===== src/rtl/serializer.sv =====
// serializer: I2S-style left-justified transmitter, SCK in -> BCK/LRCK/SDATA out with valid/ready sample intake
// Ports: SCK master clock; reset_n async active-low; enable frame-boundary run control;
//        left_in/right_in/in_valid/in_ready sample handshake; BCK/LRCK/SDATA serial audio;
//        underrun one-SCK pulse on empty frame start; busy high during frames.
module serializer #(
  parameter int DATA_WIDTH = 24,
  parameter int BCK_HALF = 4
) (
  input  logic                  SCK,
  input  logic                  reset_n,
  input  logic                  enable,
  input  logic [DATA_WIDTH-1:0] left_in,
  input  logic [DATA_WIDTH-1:0] right_in,
  input  logic                  in_valid,
  output logic                  in_ready,
  output logic                  BCK,
  output logic                  LRCK,
  output logic                  SDATA,
  output logic                  underrun,
  output logic                  busy
);
  localparam int SLOT = 2 * BCK_HALF;
  localparam int FRAME = 2 * DATA_WIDTH * SLOT;
  localparam int CW = $clog2(FRAME);
  localparam logic [CW-1:0] LAST = CW'(FRAME - 1);
  localparam logic [CW-1:0] SLOT_C = CW'(SLOT);
  localparam logic [CW-1:0] HALF_C = CW'(BCK_HALF);
  localparam logic [CW-1:0] MID_C = CW'(FRAME / 2);
  logic [CW-1:0] cnt, c;
  logic [2*DATA_WIDTH-1:0] sh, sh_n;
  logic [DATA_WIDTH-1:0] left_hold, right_hold;
  logic hold_full, last, start, run, xfer;
  assign in_ready = !hold_full;
  // Outputs are decoded from the next count so they line up with cnt after the edge.
  always_comb begin
    last = cnt == LAST;
    start = last & enable;
    run = !last | enable;
    c = last ? (enable ? '0 : cnt) : cnt + CW'(1);
    xfer = in_valid & in_ready;
    sh_n = start ? (hold_full ? {left_hold, right_hold} : '0)
         : (run && (c % SLOT_C) == '0) ? sh << 1 : sh;
  end
  always_ff @(posedge SCK or negedge reset_n) begin
    if (!reset_n) begin
      cnt <= LAST;
      sh <= '0;
      hold_full <= 1'b0;
      left_hold <= '0;
      right_hold <= '0;
    end else begin
      cnt <= c;
      sh <= sh_n;
      hold_full <= xfer | (hold_full & !start);
      if (xfer) begin
        left_hold <= left_in;
        right_hold <= right_in;
      end
    end
  end
  always_ff @(posedge SCK or negedge reset_n) begin
    if (!reset_n) begin
      BCK <= 1'b0;
      LRCK <= 1'b0;
      SDATA <= 1'b0;
      underrun <= 1'b0;
      busy <= 1'b0;
    end else begin
      BCK <= run & ((c % SLOT_C) >= HALF_C);
      LRCK <= run & (c < MID_C);
      SDATA <= run & sh_n[2*DATA_WIDTH-1];
      underrun <= start & !hold_full;
      busy <= run;
    end
  end
endmodule


===== config.mk =====
export PLATFORM = sky130hd
export DESIGN_NAME = serializer
export DESIGN_NICKNAME = d
export VERILOG_FILES = /design/src/rtl/serializer.sv
export SDC_FILE = /design/constraint.sdc
export NUM_CORES = 1
export LEC_CHECK = 0
export BUFFER_PORTS_ARGS = -buffer_cell sky130_fd_sc_hd__buf_2
export CORE_MARGIN = 2
export CORE_UTILIZATION = 50
export DETAILED_ROUTE_END_ITERATION = 16
export PLACE_DENSITY = 0.73
export SLEW_MARGIN = 25
export SYNTH_ARGS = -nofsm -noshare
export SYNTH_HDL_FRONTEND = slang
export SYNTH_SLANG_ARGS = --single-unit

===== constraint.sdc =====
create_clock -name SCK -period 2.1 [get_ports SCK]
set_clock_uncertainty 0.2 [all_clocks]
set_input_delay 0.315 -clock SCK [delete_from_list [all_inputs] [get_ports SCK]]
set_output_delay 0.315 -clock SCK [all_outputs]
set_load 0.005 [all_outputs]

Yosys cells after proc, flatten, opt, wreduce, memory -nomap -nowiden
Cells that the tools add are included.

$add $sub $neg: 1. $lt $le $gt $ge: 2. Equal/unequal tests: 1. Mux-type cells: 5. Bitwise operators: 9. Reduce and logical (&&, ||, !) cells: 6.

Operators with widths (number): $mux 48 (3); $mux 9 (2); $add 9x1->9 const B (1); $eq 9x9->1 const B (1); $logic_not 9->1 (1); $lt 9x8->1 const B (1); $and 1x1->1 (7); $ge 3x3->1 const B (1); $logic_not 1->1 (3); $or 1x1->1 (2); $reduce_bool 2->1 (1); $logic_and 1x1->1 (1).

Register bits: 111. Input bits: 52. Output and inout bits: 6.

Logic depth before layout (Yosys ltp)
Depth after elaboration: 7. Gate-level depth with buffers: 7. Mapped depth without buffers: 5.

Worst setup path before layout
OpenSTA, ideal clock, no wires.

Kind: reg2reg. Start: register cnt[0]. End: register sh[18]. Setup time: 0.126 ns. Data arrival time: 1.981 ns. Data required time: 1.774 ns. Path slack: -0.207 ns. Stages on the path, launching flop included: 8. Clock period less this slack: 2.307 ns. Cells stage by stage: dfstp_2 -> ha_1 -> xor2_1 -> a2111oi_4 -> a21oi_2 -> buf_6 -> buf_6 -> a221o_1.

Word-level cells in the longest chain between the ends: 5. Elaborated cells between the ends (all ways): 11. Classes of those cells: 1 x add/sub; 1 x eq/ne; 3 x mux; 2 x bitwise; 4 x reduce/logical.

RTL lines: from (decl) (line 29) `logic [CW-1:0] cnt, c;`; from (signal assigned) (line 46) `cnt <= LAST;`; from (signal assigned) (line 52) `cnt <= c;`; $add 9x1->9 (tied with other cells) (line 39) `c = last ? (enable ? '0 : cnt) : cnt + CW'(1);`; $mux 9 / $logic_not 1->1 (equally long branches) (line 39, 38); $logic_not 9->1 / $or 1x1->1 (equally long branches) (line 42, 38); $logic_and 1x1->1 (line 42) `: (run && (c % SLOT_C) == '0) ? sh << 1 : sh;`; $reduce_bool 2->1 (no source line); to (signal assigned) (line 53) `sh <= sh_n;`; to (decl) (line 30) `logic [2*DATA_WIDTH-1:0] sh, sh_n;`.

Several ways; a longest one is shown, not always the timed one. A chain may end at the register's enable or synchronous reset.

Final worst setup path
Start: register cnt[0]. End: register sh[20].

Same word-level chain as after synthesis.

==> summary.txt <==
Floorplanning
  – Die Area: 10100 um^2
  – Initial Util: 50.9%
  – Area of the core: 9110 um^2
  – Die H: 100 um
  – Rows: 35
  – Die X-Extent: 100 um
  – Ports: 58

Worst setup path
  – Setup CP Type: flip-flop to flip-flop
  – Nature of the critical path startpoint: flip-flop
  – Worst Path Max Fanout: 32
  – Worst R2R Setup Slack: -0.09 ns
  – Setup crit end kind: flip-flop
  – Arrival time worst endpoint: 2.25 ns
  – CP required: 2.15 ns
  – Worst R2R Path Depth: 7

Synth
  – Sequential share of the synthesized area: 60.1%
  – Number of synthesized flops with an enable pin: 0
  – Synth Register Bits: 111
  – Async SR Flop Fraction: 100%
  – Mean Syn Cell Area: 13.5 um^2
  – Yosys top cell area share: 55.6%
  – Top cells by area, synth: dfrtp_1 56%, mux2_2 12%, a221o_1 10%, and3_1 6.3%, dfstp_2 4.5%
  – Gate Count Post-Synth: 343
  – Yosys warning count: 0
  – Post-synthesis cell type count: 41
  – Synth area leader: dfrtp_1
  – Synthesized area: 4640 um^2
  – Top_reg_cell synth: dfrtp_1
  – Syn nets: 396

Global route
  – M1 GR Usage: 28.4%
  – GRT busiest layer: met2
  – Largest net degree at the start of global routing: 112
  – GRT met3 Usage: 4.04%
  – Initial antenna violation count: 0
  – Vias in the first global route: 3356
  – Total global routing track utilization: 20.1%
  – GR Layer Usage met2: 31.8%
  – Global-route wire length before repair: 16000 um
  – GRT overflow: 0

Timing
  – Final min period: 2.19 ns
  – Finish-stage setup viols: 46
  – Tcrit/Tclk final: 104%
  – Worst Max-Slew Pin Slew: 0.629 ns
  – Worst rel slew slack: 58.1%
  – Final Hold Fails: 0
  – Fmax: 0.456 GHz
  – Final worst setup slack: -0.0908 ns
  – RSZ-0062 raised after global routing: yes
  – Final setup TNS: -3.32 ns
  – Pins Over Slew Limit: 0

Layout
  – Share of cells above drive strength 1: 36.4%
  – Final core occ: 66.0%
  – Synth-to-layout area growth: 29.7%
  – # diodes: 0
  – Fin nets: 512

Clocking
  – CTS tree: yes
  – Clock H-tree levels: 3
  – TritonCTS Buffers: 9
  – Clock latency on the worst-skew pair: 0.37 ns
  – Longest Clk Path Bufs: 2
  – Root buf cell: clkbuf_8
  – Worst-path clk slew: 0.10 ns
  – CTS Sinks: 111

Placement
  – Pre-CTS WS: -0.105 ns
  – Gpl congestion: 0.792
  – DPL Wire Length: 5580 um
  – Port Buffer Count: 57

Pwr
  – Comb pwr share: 11.6%
  – Pwr Density: 716 nW/um^2
  – Internal power: 3.22 mW
  – Clock power share: 30.1%
  – Sequential power share: 58.3%
  – Design Power: 4.31 mW
  – Leakage: 2.94 nW
  – Max rail drop VDD: 0.000377 V
  – P_sw: 1.08 mW
  – Sw Ratio: 25.1%

Routing
  – DR vias: 3301
  – WL final: 9500 um
  – Antenna Nets Post-Route: 0
  – Initial DRC count: 179
  – TritonRoute pass-1 iters: 4
  – DR vias/cell: 5.74
  – Drc violations: 0
  – WL/cell: 16.5 um

Status
  – Status: complete, but fails checks
  – Failing checks: negative setup slack

Job
  – Max-cap violations: 0

Min path
  – HP Class: primary input to flip-flop
  – Hold depth: 2
[power groups by stage]
stage	Combinational, mW	Sequential [mW]	Clock [mW]
4_1_cts	0.502	2.51	1.35
3_3_place_gp	0.414	2.54	0
3_5_place_dp	0.429	2.55	0
5_1_grt	0.557	2.54	1.42
6_report	0.499	2.51	1.30
2_1_floorplan	0.269	2.49	0
[through the flow]
stage	instances	hold slack, ns	area (um^2)
after floorplan	343	-0.181	4650
after global placement	502	0.241	5190
after detailed placement	502	0.240	5190
after CTS	571	0.00785	5930
after global routing	575	0.00729	6010
final	575	0.0312	6010
[Yosys cell counts (all sizes together), types with 2 or more instances]
cell type	n
dfrtp	103
mux2	49
a221o	47
and3	47
clkbuf	16
buf	13
dfstp	8
nor2	8
nand2	7
a21oi	3
inv	3
nand2b	3
nand3	3
o211ai	3
o21ai	3
a21bo	2
a31oi	2
and4	2
nor2b	2
o31ai	2
[registers in the layout, indices dropped and copies added, names as in the netlist]
signal      flops
BCK             1
sh             48
right_hold     24
underrun        1
LRCK            1
busy            1
SDATA           1
hold_full       1
cnt             9
left_hold      24
[metal layers]
metal	vias to the layer above	part of all wire, %
met5	-	0
met4	0	0.62
met3	4	3.6
met2	77	50
met1	1673	46
li1	1547	-
[area by class of cell]
class | instances | area (um^2)
multi-input cells | 200 | 1760
inverters | 3 | 11.3
clock buffers | 10 | 128
fillers | 693 | 3090
flip-flops and latches | 111 | 2790
well taps | 111 | 139
clock inverters | 6 | 78.8
repair buffers | 134 | 1110
[worst max-delay path: stages (launching register included)]
cell and delay [ns]:
dfstp_2 0.57, ha_4 0.17, xor2_2 0.10, a2111oi_4 0.27
buf_4 0.19, a21oi_4 0.05, buf_12 0.18, a221o_1 0.35
[path summary, 6_finish.rpt]
kind                                       start                   endpoint
worst max register to register  cnt[0]$_DFF_PN1_         sh[20]$_DFFE_PN0P_
worst min-delay path                 left_in[23]  left_hold[23]$_DFFE_PN0P_
min in group asynchronous                reset_n             LRCK$_DFF_PN0_
worst max-delay path            cnt[0]$_DFF_PN1_         sh[20]$_DFFE_PN0P_
max in group asynchronous                reset_n  left_hold[18]$_DFFE_PN0P_
worst min register to register  sh[47]$_DFF_PN0_           sh[47]$_DFF_PN0_
[cells by family (layout without fill, tap and decap cells)]
| logic type | Yosys count | after routing | share of synthesized area, % |
|---|---|---|---|
| AOI/OAI and AO/OA | 69 | 69 | 14.1 |
| adders and majority gates | 1 | 1 | 0.270 |
| xor gates and xnor gates | 1 | 1 | 0.189 |
| muxes | 49 | 49 | 11.9 |
| buffers and inverters | 32 | 153 | 3.24 |
| DFF | 111 | 111 | 60.1 |
| and+or+nand+nor | 80 | 80 | 10.2 |
[cells in the final DEF (no fill, tap or decap), types with 2 or more instances in the layout]
cell type      instances
clkbuf_8               9
buf_6                  4
nand2b_1               3
dlygate4sd3_1         49
and3_1                47
buf_4                 17
buf_2                 56
o31ai_1                2
dfrtp_1              103
a31oi_1                2
o211ai_1               3
dfstp_2                8
inv_1                  3
a21bo_2                2
nand3_1                3
o21ai_0                3
clkbuf_16              2
a221o_1               47
buf_12                 6
nand2_1                7
a21oi_1                2
nor2_1                 7
mux2_2                49
[repair_timing]
action,in CTS,in global routing
pin swaps,3,2
gates cloned,0,4
setup buffers,6,0
gates resized for setup,3,4
hold buffers,49,0
endpoints found under the setup margin,48,53
hold endpoints to repair,151,0
No activity file was read; power rests on OpenSTA's default activity.
